### src/rtl/cordic_pkg.sv
// Shared types and constants for the CORDIC result drain path.
// Holds the pair layout, the byte-select encoding and the default pair depth.
package cordic_pkg;

  localparam int DEPTH_DEF = 4;

  typedef enum logic {
    SEL_X = 1'b0,
    SEL_Y = 1'b1
  } sel_e;

  typedef struct packed {
    logic [7:0] nx;
    logic [7:0] ny;
  } pair_t;

endpackage

### src/rtl/cordic_pair_fifo.sv
// Pair FIFO: DEPTH entries of {nx, ny}; pointers carry an extra wrap bit.
// Data and flags are visible the cycle after a push; the caller gates push/pop.
module cordic_pair_fifo
  import cordic_pkg::*;
#(
  parameter int DEPTH = DEPTH_DEF
) (
  input  logic                   ck,
  input  logic                   raz,
  input  logic                   i_push,
  input  pair_t                  i_wdat,
  input  logic                   i_pop,
  output pair_t                  o_rdat,
  output logic                   o_full,
  output logic                   o_empty,
  output logic [$clog2(DEPTH):0] o_level
);

  localparam int AW = $clog2(DEPTH);

  logic [AW:0] r_wp;
  logic [AW:0] r_rp;
  pair_t       r_mem [DEPTH];

  assign o_empty = (r_wp == r_rp);
  assign o_full  = (r_wp[AW-1:0] == r_rp[AW-1:0]) && (r_wp[AW] != r_rp[AW]);
  assign o_level = r_wp - r_rp;
  assign o_rdat  = r_mem[r_rp[AW-1:0]];

  always_ff @(posedge ck or negedge raz) begin
    if (!raz) begin
      r_wp <= '0;
      r_rp <= '0;
    end else begin
      if (i_push) r_wp <= r_wp + 1'b1;
      if (i_pop)  r_rp <= r_rp + 1'b1;
    end
  end

  // Storage is deliberately left out of reset; the pointers alone define validity.
  always_ff @(posedge ck) begin
    if (i_push) r_mem[r_wp[AW-1:0]] <= i_wdat;
  end

endmodule

### src/rtl/cordic_out.sv
// Drains rotator (nx, ny) pairs into a FIFO and serialises them nx-then-ny on a byte channel.
// Outputs decode registered state only; a pair frees its slot when its ny byte is taken.
module cordic_out
  import cordic_pkg::*;
#(
  parameter int DEPTH = DEPTH_DEF
) (
  input  logic                   ck,
  input  logic                   raz,
  input  logic                   rok_nxy_p,
  input  logic [7:0]             nx_p,
  input  logic [7:0]             ny_p,
  output logic                   rd_nxy_p,
  input  logic                   rd_b_p,
  output logic                   rok_b_p,
  output logic [7:0]             b_p,
  output logic                   sel_p,
  output logic [$clog2(DEPTH):0] level_p
);

  sel_e  r_sel;
  logic  w_full;
  logic  w_empty;
  logic  w_push;
  logic  w_byte_pop;
  logic  w_pair_pop;
  pair_t w_wdat;
  pair_t w_head;

  assign w_wdat     = '{nx: nx_p, ny: ny_p};
  assign w_push     = rok_nxy_p & rd_nxy_p;
  assign w_byte_pop = rok_b_p & rd_b_p;
  assign w_pair_pop = w_byte_pop & (r_sel == SEL_Y);

  cordic_pair_fifo #(
    .DEPTH (DEPTH)
  ) u_fifo (
    .ck      (ck),
    .raz     (raz),
    .i_push  (w_push),
    .i_wdat  (w_wdat),
    .i_pop   (w_pair_pop),
    .o_rdat  (w_head),
    .o_full  (w_full),
    .o_empty (w_empty),
    .o_level (level_p)
  );

  // Full is registered state, so a same-cycle ny pop never opens a slot for a push.
  assign rd_nxy_p = ~w_full & raz;
  assign rok_b_p  = ~w_empty;
  assign sel_p    = r_sel;
  assign b_p      = (r_sel == SEL_Y) ? w_head.ny : w_head.nx;

  always_ff @(posedge ck or negedge raz) begin
    if (!raz) begin
      r_sel <= SEL_X;
    end else if (w_byte_pop) begin
      r_sel <= (r_sel == SEL_X) ? SEL_Y : SEL_X;
    end
  end

endmodule
### config.mk
export PLATFORM = sky130hd
export DESIGN_NAME = cordic_out
export DESIGN_NICKNAME = d
export VERILOG_FILES = /design/src/rtl/cordic_pkg.sv /design/src/rtl/cordic_pair_fifo.sv /design/src/rtl/cordic_out.sv
export SDC_FILE = /design/constraint.sdc
export NUM_CORES = 1
export LEC_CHECK = 0
export ABC_AREA = 1
export BUFFER_PORTS_ARGS = -buffer_cell sky130_fd_sc_hd__buf_2
export CORE_MARGIN = 2
export CORE_UTILIZATION = 45
export DETAILED_ROUTE_END_ITERATION = 16
export SLEW_MARGIN = 10
export SYNTH_ARGS = -nofsm -noshare
export SYNTH_HDL_FRONTEND = slang
export SYNTH_SLANG_ARGS = --single-unit
### constraint.sdc
create_clock -name ck -period 3 [get_ports ck]
set_input_delay 0.15 -clock ck [delete_from_list [all_inputs] [get_ports ck]]
set_output_delay 0.15 -clock ck [all_outputs]
set_load 0.02 [all_outputs]
## Yosys cells after proc, flatten, opt, wreduce, memory -nomap -nowiden

Memory sizes are Yosys's and may differ from the RTL's.
Cells that the tools add are included.

- Register bits after elaboration: 7
- RAM bits: 64
- Output and inout port bits: 14
- Word-level logic and storage cells: 21
- Memories: 1

- Add/sub/neg operators: 3
- Eq/ne operators: 3
- Muxes and demuxes: 4
- Bitwise operators: 6
- Reduce and logical (&&, ||, !) cells: 1

Memories:

| name | words | width | read ports | clocked after Yosys merged registers in | wr ports | line | source |
|---|---|---|---|---|---|---|---|
| u_fifo.r_mem | 4 | 16 | 1 | 0 | 1 | cordic_pair_fifo.sv:23 | `pair_t r_mem [DEPTH];` |

Operators by type and width:

| operator | number |
|---|---|
| two-way mux 8 bit | 1 |
| adder 3 x 1 -> 3 bit (second input constant) | 2 |
| AND 1 bit | 4 |
| equality test 3 bit | 1 |
| two-way mux 1 bit | 3 |
| subtractor 3 bit | 1 |
| equality test 2 bit | 1 |
| inverter 1 bit | 2 |
| logical AND 1 bit | 1 |
| inequality test 1 bit | 1 |

## Longest topological paths before layout

- Depth in word-level cells: 7
- Gate-level depth with buffers: 10
- Mapped depth without buffers: 8

## Hierarchy

A second synthesis with hierarchy kept.

- Cells, all modules: 340
- Area, all modules: 3329.4 µm²

By module, submodules not included:

| module | times used | cells each | area an instance (µm²) | sequential area each (µm²) |
|---|---|---|---|---|
| cordic_pair_fifo | 1 | 303 | 3154.3 | 2072.0 |
| cordic_out | 1 | 37 | 175.2 | 25.0 |

## Worst setup path after synthesis

No wires, ideal clock.

- Path kind: register to register
- From: register u_fifo.r_rp[1]
- To: memory u_fifo.r_mem[0][0] in the netlist's numbering, enable pin
- Setup time: 389 ps
- Arrival: 2084 ps
- Slack: 527 ps
- Stages on the path, launching flop included: 10
- Period minus slack after synthesis: 2473 ps
- Cells stage by stage: dfrtp_1 buf_6 inv_4 buf_6 ha_1 nand2_1 inv_1 nand3_2 nand3_1 nor2_1

- Longest elaborated chain between the ends: 7

Ends and longest elaborated chain:

| item | line | source |
|---|---|---|
| from (decl) | cordic_pair_fifo.sv:22 | `logic [AW:0] r_rp;` |
| from (signal assigned) | cordic_pair_fifo.sv:36 | `if (i_pop) r_rp <= r_rp + 1'b1;` |
| equality test 2 bit | cordic_pair_fifo.sv:26 | `assign o_full = (r_wp[AW-1:0] == r_rp[AW-1:0]) && (r_wp[AW] != r_rp[AW]);` |
| logical AND 1 bit | cordic_pair_fifo.sv:26 |  |
| inverter 1 bit | cordic_out.sv:50 | `assign rd_nxy_p = ~w_full & raz;` |
| AND 1 bit | cordic_out.sv:50 |  |
| AND 1 bit | cordic_out.sv:31 | `assign w_push = rok_nxy_p & rd_nxy_p;` |
| two-way mux 1 bit | cordic_pair_fifo.sv:42 | `if (i_push) r_mem[r_wp[AW-1:0]] <= i_wdat;` |
| two-way mux 1 bit (not written as such) | cordic_pair_fifo.sv:42 |  |
| to (decl) | cordic_pair_fifo.sv:23 |  |

Every way passes these cells.

## Final worst setup path

- From: register u_fifo.r_rp[1]
- To: memory u_fifo.r_mem[3][8] in the netlist's numbering, enable pin

Same word-level chain as after synthesis.

==> flow_metrics.env <==
export IMPL_yosysUniqueCellTypes=22
export IMPL_crit_path_start_kind="flop"
export IMPL_relSlewSlack=0.530
export IMPL_worstHoldPathType="input pin to flop"
export IMPL_reg2reg_depth=7
export IMPL_yosysTopAreaCellShare=0.604
export IMPL_htree_levels=3
export IMPL_cts_path_max_buffers=2
export IMPL_postLayoutCoreUtil=0.530
export IMPL_grt_max_degree=36
export IMPL_drv_slew=0
export IMPL_first_global_vias=2001
export IMPL_skew_ps=10.9
export IMPL_crit_path_max_fanout=17
export IMPL_final_layout_size_suffix_gt1_frac=0.176
export IMPL_cap_violations=0
export IMPL_syn_to_final_growth_pct=13.8
export IMPL_diodes=0
export IMPL_drtIter0Drc=104
export IMPL_cp_data_required_time_ps=2970
export IMPL_cts_made_buffers=9
export IMPL_p_sw_uw=1470
export IMPL_yosys_register_bits=71
export IMPL_vdd_ir_drop_max_v=0.000482
export IMPL_root_buffer="clkbuf_8"
export IMPL_synthesis_area_sq_um=3180
export IMPL_crit_slowest_cell="inv_1"
export IMPL_seqPwrFrac=0.372
export IMPL_path_common_cell="inv_1"
export IMPL_max_stage_delay_ps=540
export IMPL_synth_common_cells="nand2_1 (154), edfxtp_1 (64), inv_1 (13), nor2_1 (11), o21ai_1 (8)"
export IMPL_power_frac_comb=0.416
export IMPL_ant_nets=0
export IMPL_die_w_um=88.1
export IMPL_fin_crit_sh=0.709
export IMPL_synth_area_leader_cell="edfxtp_1"
export IMPL_worst_pin_slew_ps=704
export IMPL_synthCells=301
export IMPL_start_util=0.466
export IMPL_route_detailed_drc=0
export IMPL_antenna_found_initial=0
export IMPL_clkPwrFrac=0.212
export IMPL_hold_viol_final=0
export IMPL_post_route_min_period_ps=2130
export IMPL_rsz0062_at_grt="false"
export IMPL_clkTransAtPathRegs_ps=80
export IMPL_r2r_start="u_fifo.r_rp[1]"
export IMPL_hold_depth=1
export IMPL_drtPass1Iterations=4
export IMPL_synth_area_leaders="edfxtp_1 (60%), nand2_1 (18%), dfrtp_1 (5.5%), ha_1 (2.8%), buf_6 (2.5%)"
export IMPL_intPower_uw=2060
export IMPL_yosysMostFrequentCell="nand2_1"
export IMPL_totalWireLength_um=5920
export IMPL_grt_pass1_wl_um=9790
export IMPL_grt_overflow=0
export IMPL_die_area_sq_um=7760
export IMPL_power_density_nw_per_um2=973
export IMPL_final_nets=370
export IMPL_cp_cell_sequence="inv_4 > ha_1 > nand2_1 > inv_1 > nand3_2 > nand3_1 > inv_1"
export IMPL_run_status="finished, final reports clean"
export IMPL_holdWs_ps=22.6
export IMPL_fmax_mhz=470
export IMPL_synth_net_count=329
export IMPL_cts_tree="yes"
export IMPL_r2r_end="u_fifo.r_mem[3][8]"
export IMPL_worstPathArrival_ps=2100
export IMPL_vias=2086
export IMPL_place_congestion=0.768
export IMPL_switching_share=0.416
export IMPL_dp_hpwl_um=3830
export IMPL_worstSetupEndpointType="flop"
export IMPL_fp_row_count=30
export IMPL_synth_edf_count=64
export IMPL_path_class="flop to flop"
export IMPL_fp_coreArea_sq_um=6830
export IMPL_min_to="u_fifo.r_mem[2][2]"
export IMPL_routedWlPerCell_um=13.4
export IMPL_viasPerCell=4.71
export IMPL_tns_ps=0
export IMPL_chipHeight_um=88.1
export IMPL_io_pins=34
export IMPL_syn_avg_cell_area_sq_um=10.6
export IMPL_ys_warn_count=0
export IMPL_grt_use_total=0.172
export IMPL_numPortBuffers=33
export IMPL_cts_resized=0
export IMPL_p_leak_uw=0.00158
export IMPL_ys_async_sr_fraction=0.0986
export IMPL_r2r_slack_ps=870
export IMPL_clock_sinks=71
export IMPL_ys_seq_area_frac=0.659
export IMPL_setup_viol=0
export IMPL_synth_ff_type="edfxtp_1"
export IMPL_worst_hold_startpoint="ny_p[2]"
export IMPL_worstSkewPairLatency_ps=340
==> worst max path at each step <==
stage                              start                  to  depth (start not counted)
final                     u_fifo.r_rp[1]  u_fifo.r_mem[3][8]                          7
after floorplan           u_fifo.r_rp[1]  u_fifo.r_mem[0][0]                          9
after CTS                 u_fifo.r_rp[1]  u_fifo.r_mem[3][4]                          7
after detailed placement  u_fifo.r_rp[1]  u_fifo.r_mem[3][1]                          7
after global routing      u_fifo.r_rp[1]  u_fifo.r_mem[3][8]                          7
after global placement    u_fifo.r_rp[1]  u_fifo.r_mem[3][1]                          7
==> metrics by stage <==
step                cell area (sq um)  instances  setup slack, ps  power [uW]
floorplan                        3180        301              527        2460
global placement                 3410        425              867        2810
detailed placement               3410        425              830        2820
CTS                              3620        443              808        3570
global route                     3620        443              683        3820
finish                           3620        443              872        3520
==> cell families (layout without fill, tap and decap cells) <==
group	after synthesis	in the layout	synth area share
AO/OA/AOI/OAI	16	16	0.0263
XOR/XNOR	1	1	0.00275
adder cells (fa/ha/maj)	8	8	0.0338
flip-flops	71	71	0.659
buffers and inverters	28	74	0.0566
AND/OR/NAND/NOR	177	177	0.221
==> layout make-up <==
class | count | area (sq um)
clock inverter | 7 | 71.3
sequential | 71 | 2100
inverter | 17 | 73.8
tap | 96 | 120
multi-input combinational | 202 | 905
clock buffer | 9 | 124
fill | 635 | 3210
timing repair buffer | 41 | 230
==> power by group through the flow <==
stage | Combinational [uW] | Clock, uW | Sequential (uW)
3_3_place_gp | 1480 | 0 | 1330
4_1_cts | 1500 | 760 | 1310
6_report | 1470 | 746 | 1310
3_5_place_dp | 1490 | 0 | 1330
5_1_grt | 1680 | 811 | 1330
2_1_floorplan | 1150 | 0 | 1320
==> flip-flops by register name, summed over array words and instances, names as in the netlist <==
name	flops
u_fifo.r_mem	64
u_fifo.r_rp	3
u_fifo.r_wp	3
sel_p	1
==> cell usage in the layout, fill, tap and decap left out, types with 2 or more instances in the layout <==
master | Yosys | final
buf_2 | 1 | 33
buf_4 | 3 | 6
clkbuf_8 | 0 | 9
clkinv_2 | 0 | 2
clkinvlp_4 | 0 | 3
dfrtp_1 | 7 | 7
dlygate4sd3_1 | 0 | 2
edfxtp_1 | 64 | 64
ha_1 | 7 | 7
inv_1 | 13 | 13
nand2_1 | 154 | 154
nand3_1 | 4 | 4
nand4_1 | 6 | 6
nor2_1 | 11 | 11
o21ai_0 | 7 | 7
o21ai_1 | 8 | 8
==> critical path, delay by kind of cell, from the launching register on <==
family	cells	cell delay [ps]
fa+ha+maj	1	260
buf+inv	3	800
flops	1	410
simple gates	3	290
==> layer usage <==
| layer | part of all wire | wire, um | global-route usage |
|---|---|---|---|
| met3 | 0.039 | 231 | 0.0339 |
| met5 | 0 | 0 | 0 |
| met2 | 0.46 | 2700 | 0.270 |
| met4 | 0.018 | 106 | 0.0826 |
| met1 | 0.49 | 2880 | 0.232 |
==> repair_timing <==
action | 4_1_cts | 5_1_grt
endpoints found under the setup margin | 0 | 0
hold buffers | 2 | 0
hold endpoints to repair | 11 | 0
setup buffers | 0 | 0
(Power assumes the default switching activity.)
